## config.mk

```make
export PLATFORM = sky130hd
export DESIGN_NAME = ps2_rx
export DESIGN_NICKNAME = d
export VERILOG_FILES = /design/src/rtl/ps2_rx.sv
export SDC_FILE = /design/constraint.sdc
export NUM_CORES = 1
export LEC_CHECK = 0
export BUFFER_PORTS_ARGS = -buffer_cell sky130_fd_sc_hd__buf_2
export CORE_AREA = 2 2 77 79
export CTS_CLUSTER_DIAMETER = 50
export DETAILED_ROUTE_END_ITERATION = 8
export DIE_AREA = 0 0 79 81
export GPL_TIMING_DRIVEN = 0
export PLACE_DENSITY = 0.63
export SYNTH_ARGS = -nofsm -noshare
export SYNTH_HDL_FRONTEND = slang
export SYNTH_SLANG_ARGS = --single-unit
```

## constraint.sdc

```tcl
create_clock -name Clock -period 3.1 [get_ports Clock]
set_input_delay 0.155 -clock Clock [delete_from_list [all_inputs] [get_ports Clock]]
set_output_delay 0.155 -clock Clock [all_outputs]
set_load 0.02 [all_outputs]
```

## src/rtl/ps2_rx.sv

```systemverilog
// ps2_rx: PS/2 device-to-host receiver; synchronises and glitch-filters the pins,
// deserialises 11-bit frames and strobes out validated bytes or a frame error.
module ps2_rx #(
    parameter int FILTER_LEN     = 8,
    parameter int TIMEOUT_CYCLES = 5000
) (
    input  logic       Clock,
    input  logic       nReset,
    input  logic       PS2_CLK,
    input  logic       PS2_DAT,
    output logic [7:0] data,
    output logic       data_en,
    output logic       frame_err,
    output logic       busy
);
    localparam int FW = $clog2(FILTER_LEN + 1);
    localparam int TW = $clog2(TIMEOUT_CYCLES);

    typedef enum logic [1:0] {IDLE, DATA, PARITY, STOP} state_t;

    state_t          state;
    logic [1:0]      clk_sync, dat_sync;
    logic            clk_filt, clk_filt_d, fe, dat;
    logic [FW-1:0]   filt_cnt;
    logic [TW-1:0]   to_cnt;
    logic [2:0]      bit_cnt;
    logic [7:0]      shift;
    logic            par;

    assign fe   = clk_filt_d & ~clk_filt;
    assign dat  = dat_sync[1];
    assign busy = state != IDLE;

    always_ff @(posedge Clock or negedge nReset) begin
        if (!nReset) begin
            clk_sync   <= 2'b11;
            dat_sync   <= 2'b11;
            clk_filt   <= 1'b1;
            clk_filt_d <= 1'b1;
            filt_cnt   <= '0;
        end else begin
            clk_sync   <= {clk_sync[0], PS2_CLK};
            dat_sync   <= {dat_sync[0], PS2_DAT};
            clk_filt_d <= clk_filt;
            // the level only flips after an unbroken run of differing samples
            if (clk_sync[1] == clk_filt)
                filt_cnt <= '0;
            else if (filt_cnt == FW'(FILTER_LEN - 1)) begin
                clk_filt <= clk_sync[1];
                filt_cnt <= '0;
            end else
                filt_cnt <= filt_cnt + 1'b1;
        end
    end

    always_ff @(posedge Clock or negedge nReset) begin
        if (!nReset) begin
            state     <= IDLE;
            data      <= 8'h00;
            data_en   <= 1'b0;
            frame_err <= 1'b0;
            to_cnt    <= '0;
            bit_cnt   <= '0;
            shift     <= '0;
            par       <= 1'b0;
        end else begin
            data_en   <= 1'b0;
            frame_err <= 1'b0;
            // an fe landing on the terminal count keeps the frame alive
            if (state != IDLE && !fe && to_cnt == TW'(TIMEOUT_CYCLES - 1)) begin
                state     <= IDLE;
                frame_err <= 1'b1;
                to_cnt    <= '0;
            end else begin
                to_cnt <= (fe || state == IDLE) ? '0 : to_cnt + 1'b1;
                if (fe) begin
                    case (state)
                        IDLE: if (!dat) begin
                            state   <= DATA;
                            bit_cnt <= '0;
                        end
                        DATA: begin
                            shift[bit_cnt] <= dat;
                            bit_cnt        <= bit_cnt + 1'b1;
                            if (bit_cnt == 3'd7) state <= PARITY;
                        end
                        PARITY: begin
                            par   <= dat;
                            state <= STOP;
                        end
                        STOP: begin
                            state <= IDLE;
                            if (dat && ^{shift, par}) begin
                                data    <= shift;
                                data_en <= 1'b1;
                            end else
                                frame_err <= 1'b1;
                        end
                        default: state <= IDLE;
                    endcase
                end
            end
        end
    end
endmodule

```

==> After elaboration in Yosys (flattened, before gate mapping) <==
Cells that the tools add are included.
{ "totals": {"inputBits": 4, "elab_cells": 71, "out_inout_bits": 11, "register_bits": 47} }
{ "classes": {"n_bitwise": 4, "n_reduce_logical": 17, "muxes": 22, "eq_ne": 10, "order_cmp": 2, "add_sub_neg": 3} }
{ "ops": {"columns": ["op", "n"], "rows": [
  ["2-to-1 mux 13 bit", 2],
  ["adder 13 x 1 -> 13 bit (second input constant)", 1],
  ["== test 13 bit (second input constant)", 1],
  ["2-to-1 mux 1 bit", 9],
  ["AND reduction 3 bit", 3],
  ["parity 9 bit", 1],
  ["bitwise mux 8 bit", 1],
  ["2-to-1 mux 2 bit", 4],
  ["2-to-1 mux 4 bit", 2],
  ["case mux 2 bit (4 select lines)", 1],
  ["AND reduction 4 bit", 2],
  ["!= test 3 bit (second input constant)", 2],
  ["case mux 3 bit (2 select lines)", 1],
  ["nonzero test 2 bit", 3],
  ["adder 4 x 1 -> 4 bit (second input constant)", 1],
  ["== test 2 bit (second input constant)", 2],
  ["== test 4 x 3 -> 1 bit (second input constant)", 1],
  ["logical AND 1 bit", 4],
  ["< comparator 3 x 4 -> 1 bit (second input constant)", 1],
  ["adder 3 x 1 -> 3 bit (second input constant)", 1],
  ["demux 1 bit (select 3 bit)", 1],
  ["== test 3 bit (second input constant)", 1],
  [">= comparator 3 x 1 -> 1 bit (second input constant)", 1],
  ["2-to-1 mux 3 bit", 1],
  ["9 further kinds", 11]
]} }

==> Logic depth before layout (Yosys ltp) <==
{ "logic_depth": {"depth_word": 7, "depth_mapped": 6, "ltp_nobuf": 6} }

==> Least setup slack after synthesis <==
OpenSTA, ideal clock, no wires.
{ "synth_path": {"path_kind": "flip-flop to flip-flop", "from": "register shift[1]", "to": "register data[0]", "stages_incl_launch_ff": 5, "path_buffers": 0, "period_less_slack_ns": 1.795, "required_ns": 2.975, "setup_time_ns": 0.125, "path_slack_ns": 1.305, "t_arrival_ns": 1.671, "path_cell_list": "dfrtp_1 -> xor2_1 -> xnor3_2 -> mux2i_4 -> mux2_2"} }
{ "synth_via": {"elab_chain_len": 3} }
{ "synth_lines": {"columns": ["item", "line", "text"], "rows": [
  ["start: declaration", "27", "logic [7:0] shift;"],
  ["start signal: indexed assignment", "83", "shift[bit_cnt] <= dat;"],
  ["parity 9 bit", "93", "if (dat && ^{shift, par}) begin"],
  ["logical AND 1 bit", "93", null],
  ["AND reduction 4 bit (no source line)", null, null],
  ["end signal: assignment", "94", "data <= shift;"],
  ["end: declaration", "11", "output logic [7:0] data,"]
]} }
Every way passes these cells.
A chain may end at the register's enable or synchronous reset.

==> Final worst setup path <==
Ends and elaborated chain as after synthesis.

==> impl_metrics.tcl <==
set metrics [dict create \
    outcome "finished, final reports clean" \
    power_density_mw_per_mm2 590 \
    slew_violations 0 \
    pwr-share-seq_pct 51.3 \
    gp_congestion 0.750 \
    layout_commonest_cell "dfrtp_1" \
    io_pins 15 \
    worstPathRequired_ns 3.28 \
    cts_hold_buf 2 \
    layout-drive-gt1-share_pct 24.8 \
    grt_usage_pct 12.0 \
    holdWs_ns 0.0230 \
    final_cell_mix "dfrtp_1 (41), nor2_1 (24), mux2_2 (18)" \
    cts_resized 0 \
    path_cells "xor2_1 -> xnor3_2 -> mux2i_4 -> mux2_2" \
    dp_hpwl_mm 2.37 \
    grt_pass1_vias 1337 \
    cpMaxStageDelayCell "xnor3_2" \
    syn_area_mm2 0.00218 \
    coreArea_mm2 0.00568 \
    setup.worst_path.start_class "flip-flop" \
    yosysWarnings 0 \
    grt_pass1_wl_mm 6.02 \
    grt.overflow.total 0 \
    reg2reg_slack_ns 1.16 \
    syn_avg_cell_area_um2 11.7 \
    final_net_count 221 \
    arrival_ns 2.12 \
    htree_levels 2 \
    syn2layout_area_growth_pct 12.6 \
    die_area_mm2 0.00640 \
    n_antenna_cell 0 \
    syn_inst 186 \
    initial_utilization_pct 38.4 \
    synth_seq_cells 47 \
    switching_share_pct 30.2 \
    p_sw_mw 0.438 \
    numClockSinks 47 \
    via_per_inst 4.74 \
    clk_pin_slew_ns 0.09 \
    end_kind "flip-flop" \
    worst_pin_slew_ns 1.02 \
    setup_viol 0 \
    tns_ns 0 \
    r2r_start "shift[1]" \
    power_leakage_nw 1.16 \
    combinationalPowerShare_pct 22.9 \
    cp_max_fo 9 \
    wl_per_cell_um 11.9 \
    r2r-end "data[0]" \
    cp_top_family "multiplexers" \
    cts-root-buf "clkbuf_8" \
    synth-seq-area-share_pct 54.3 \
    dieWidth_um 79 \
    antenna_found_initial 0 \
    critical_path_buf_inv_count 0 \
    finalHoldViolCount 0 \
    max_cap_violations 0 \
    gr-usage-met1_pct 15.2 \
    synth-edff-count 0 \
    maxSlewHeadroom_pct 32.1 \
    port_buffers 14 \
    drc 0 \
    die_h_um 81 \
    clock_path_buffers 2 \
    async_flop_share_pct 100 \
    fin_worst_skew_ns 0.0110 \
    period_minus_slack_ns 1.94 \
    antenna_left 0 \
    synth_nets 198 \
    drt_wl_total_mm 3.38 \
    finalPower_mw 1.45 \
    ys.flop_type "dfrtp_1" \
    first_iter_violations 46 \
    grtUsageMet3_pct 3.44 \
    post_cts_buffers 0 \
    post-route-util_pct 43.3 \
    max_freq_ghz 0.516 \
    yosysUniqueCellTypes 37 \
    tritoncts "done" \
    hold_class "input port to asynchronous set/reset pin" \
    p_clk_share_pct 25.8 \
    grt_start_max_net_pins 48 \
    firstDrtPassIters 4 \
    p_int_mw 1.01 \
    rsz0062_at_grt "false" \
    vdd_ir_drop_max_uv 250 \
    cts_buffers 5 \
    finalCritPeriodShare_pct 62.5 \
    row_count 28 \
    reg2regPathDepth 4 \
    busiest_layer "met2" \
    vias 1352 \
    insertion_delay_ns 0.29 \
    crit_path_max_incr_delay_ns 0.44 \
    crit_type "flip-flop to flip-flop" \
    grt_util_met2_pct 20.0 \
]
-- power by group through the flow --
| stage | registers [mW] | clock network [mW] | logic, mW |
|---|---|---|---|
| 2_1_floorplan | 0.742 | 0 | 0.262 |
| 3_3_place_gp | 0.752 | 0 | 0.331 |
| 3_5_place_dp | 0.756 | 0 | 0.334 |
| 4_1_cts | 0.745 | 0.391 | 0.338 |
| 5_1_grt | 0.755 | 0.414 | 0.379 |
| 6_report | 0.742 | 0.374 | 0.332 |
-- cell usage after synthesis, types with 3 or more instances --
| master | number | share of area, % |
|---|---|---|
| xor2_1 | 3 | 1.2 |
| dfstp_2 | 6 | 7.2 |
| nand3_1 | 8 | 1.8 |
| nor3_1 | 7 | 1.6 |
| mux2_2 | 18 | 9.3 |
| nand2_1 | 13 | 2.2 |
| xnor2_1 | 14 | 5.6 |
| inv_1 | 8 | 1.4 |
| nor2_1 | 24 | 4.1 |
| dfrtp_1 | 41 | 47 |
| ha_1 | 8 | 4.6 |
-- cell families (layout without fill, tap and decap cells) --
| group | after synthesis | in the layout | share of synthesized area [%] |
|---|---|---|---|
| compound gates | 9 | 9 | 2.93 |
| simple gates | 71 | 71 | 16.2 |
| buf+inv | 13 | 37 | 2.53 |
| fa+ha+maj | 8 | 8 | 4.59 |
| mux | 19 | 19 | 10.3 |
| flops | 47 | 47 | 54.3 |
| xor+xnor | 19 | 19 | 9.07 |
-- state kept, by name, indices dropped and copies added (netlist names) --
| name | flops |
|---|---|
| clk_filt_d | 1 |
| shift | 8 |
| par | 1 |
| to_cnt | 13 |
| state | 2 |
| frame_err | 1 |
| filt_cnt | 4 |
| data_en | 1 |
| dat_sync | 2 |
| data | 8 |
| clk_sync | 2 |
| bit_cnt | 3 |
| clk_filt | 1 |
-- per-stage QoR --
| stage | setup slack [ns] | cells | instance area [µm²] |
|---|---|---|---|
| after floorplan | 1.30 | 186 | 2180 |
| after global placement | 1.14 | 275 | 2340 |
| after detailed placement | 1.14 | 275 | 2340 |
| after CTS | 1.12 | 285 | 2450 |
| after global routing | 0.994 | 285 | 2450 |
| final | 1.16 | 285 | 2450 |
-- worst max-delay path by stage --
stage,from,endpoint,depth (start not counted)
2_1_floorplan,shift[1],data[0],4
3_3_place_gp,shift[1],data[3],4
3_5_place_dp,shift[1],data[0],4
4_1_cts,shift[1],data[0],4
5_1_grt,to_cnt[6],to_cnt[4],5
6_report,shift[1],data[0],4
-- layer usage --
layer	wire length [µm]	part of all wire [%]	up-vias
li1	-	-	676
met1	1560	46	656
met2	1670	49	15
met3	107	3.2	5
met4	41	1.2	0
met5	0	0	-
-- layout make-up --
type | instances | area (µm²)
tap | 75 | 93.8
fill | 573 | 3220
clock inverter | 1 | 5.00
clock buffer | 7 | 86.3
multi-input combinational | 126 | 941
inverter | 8 | 30.0
timing repair buffer | 16 | 90.1
sequential | 47 | 1180
buffer | 5 | 25.0
No activity file was read; power rests on OpenSTA's default activity.
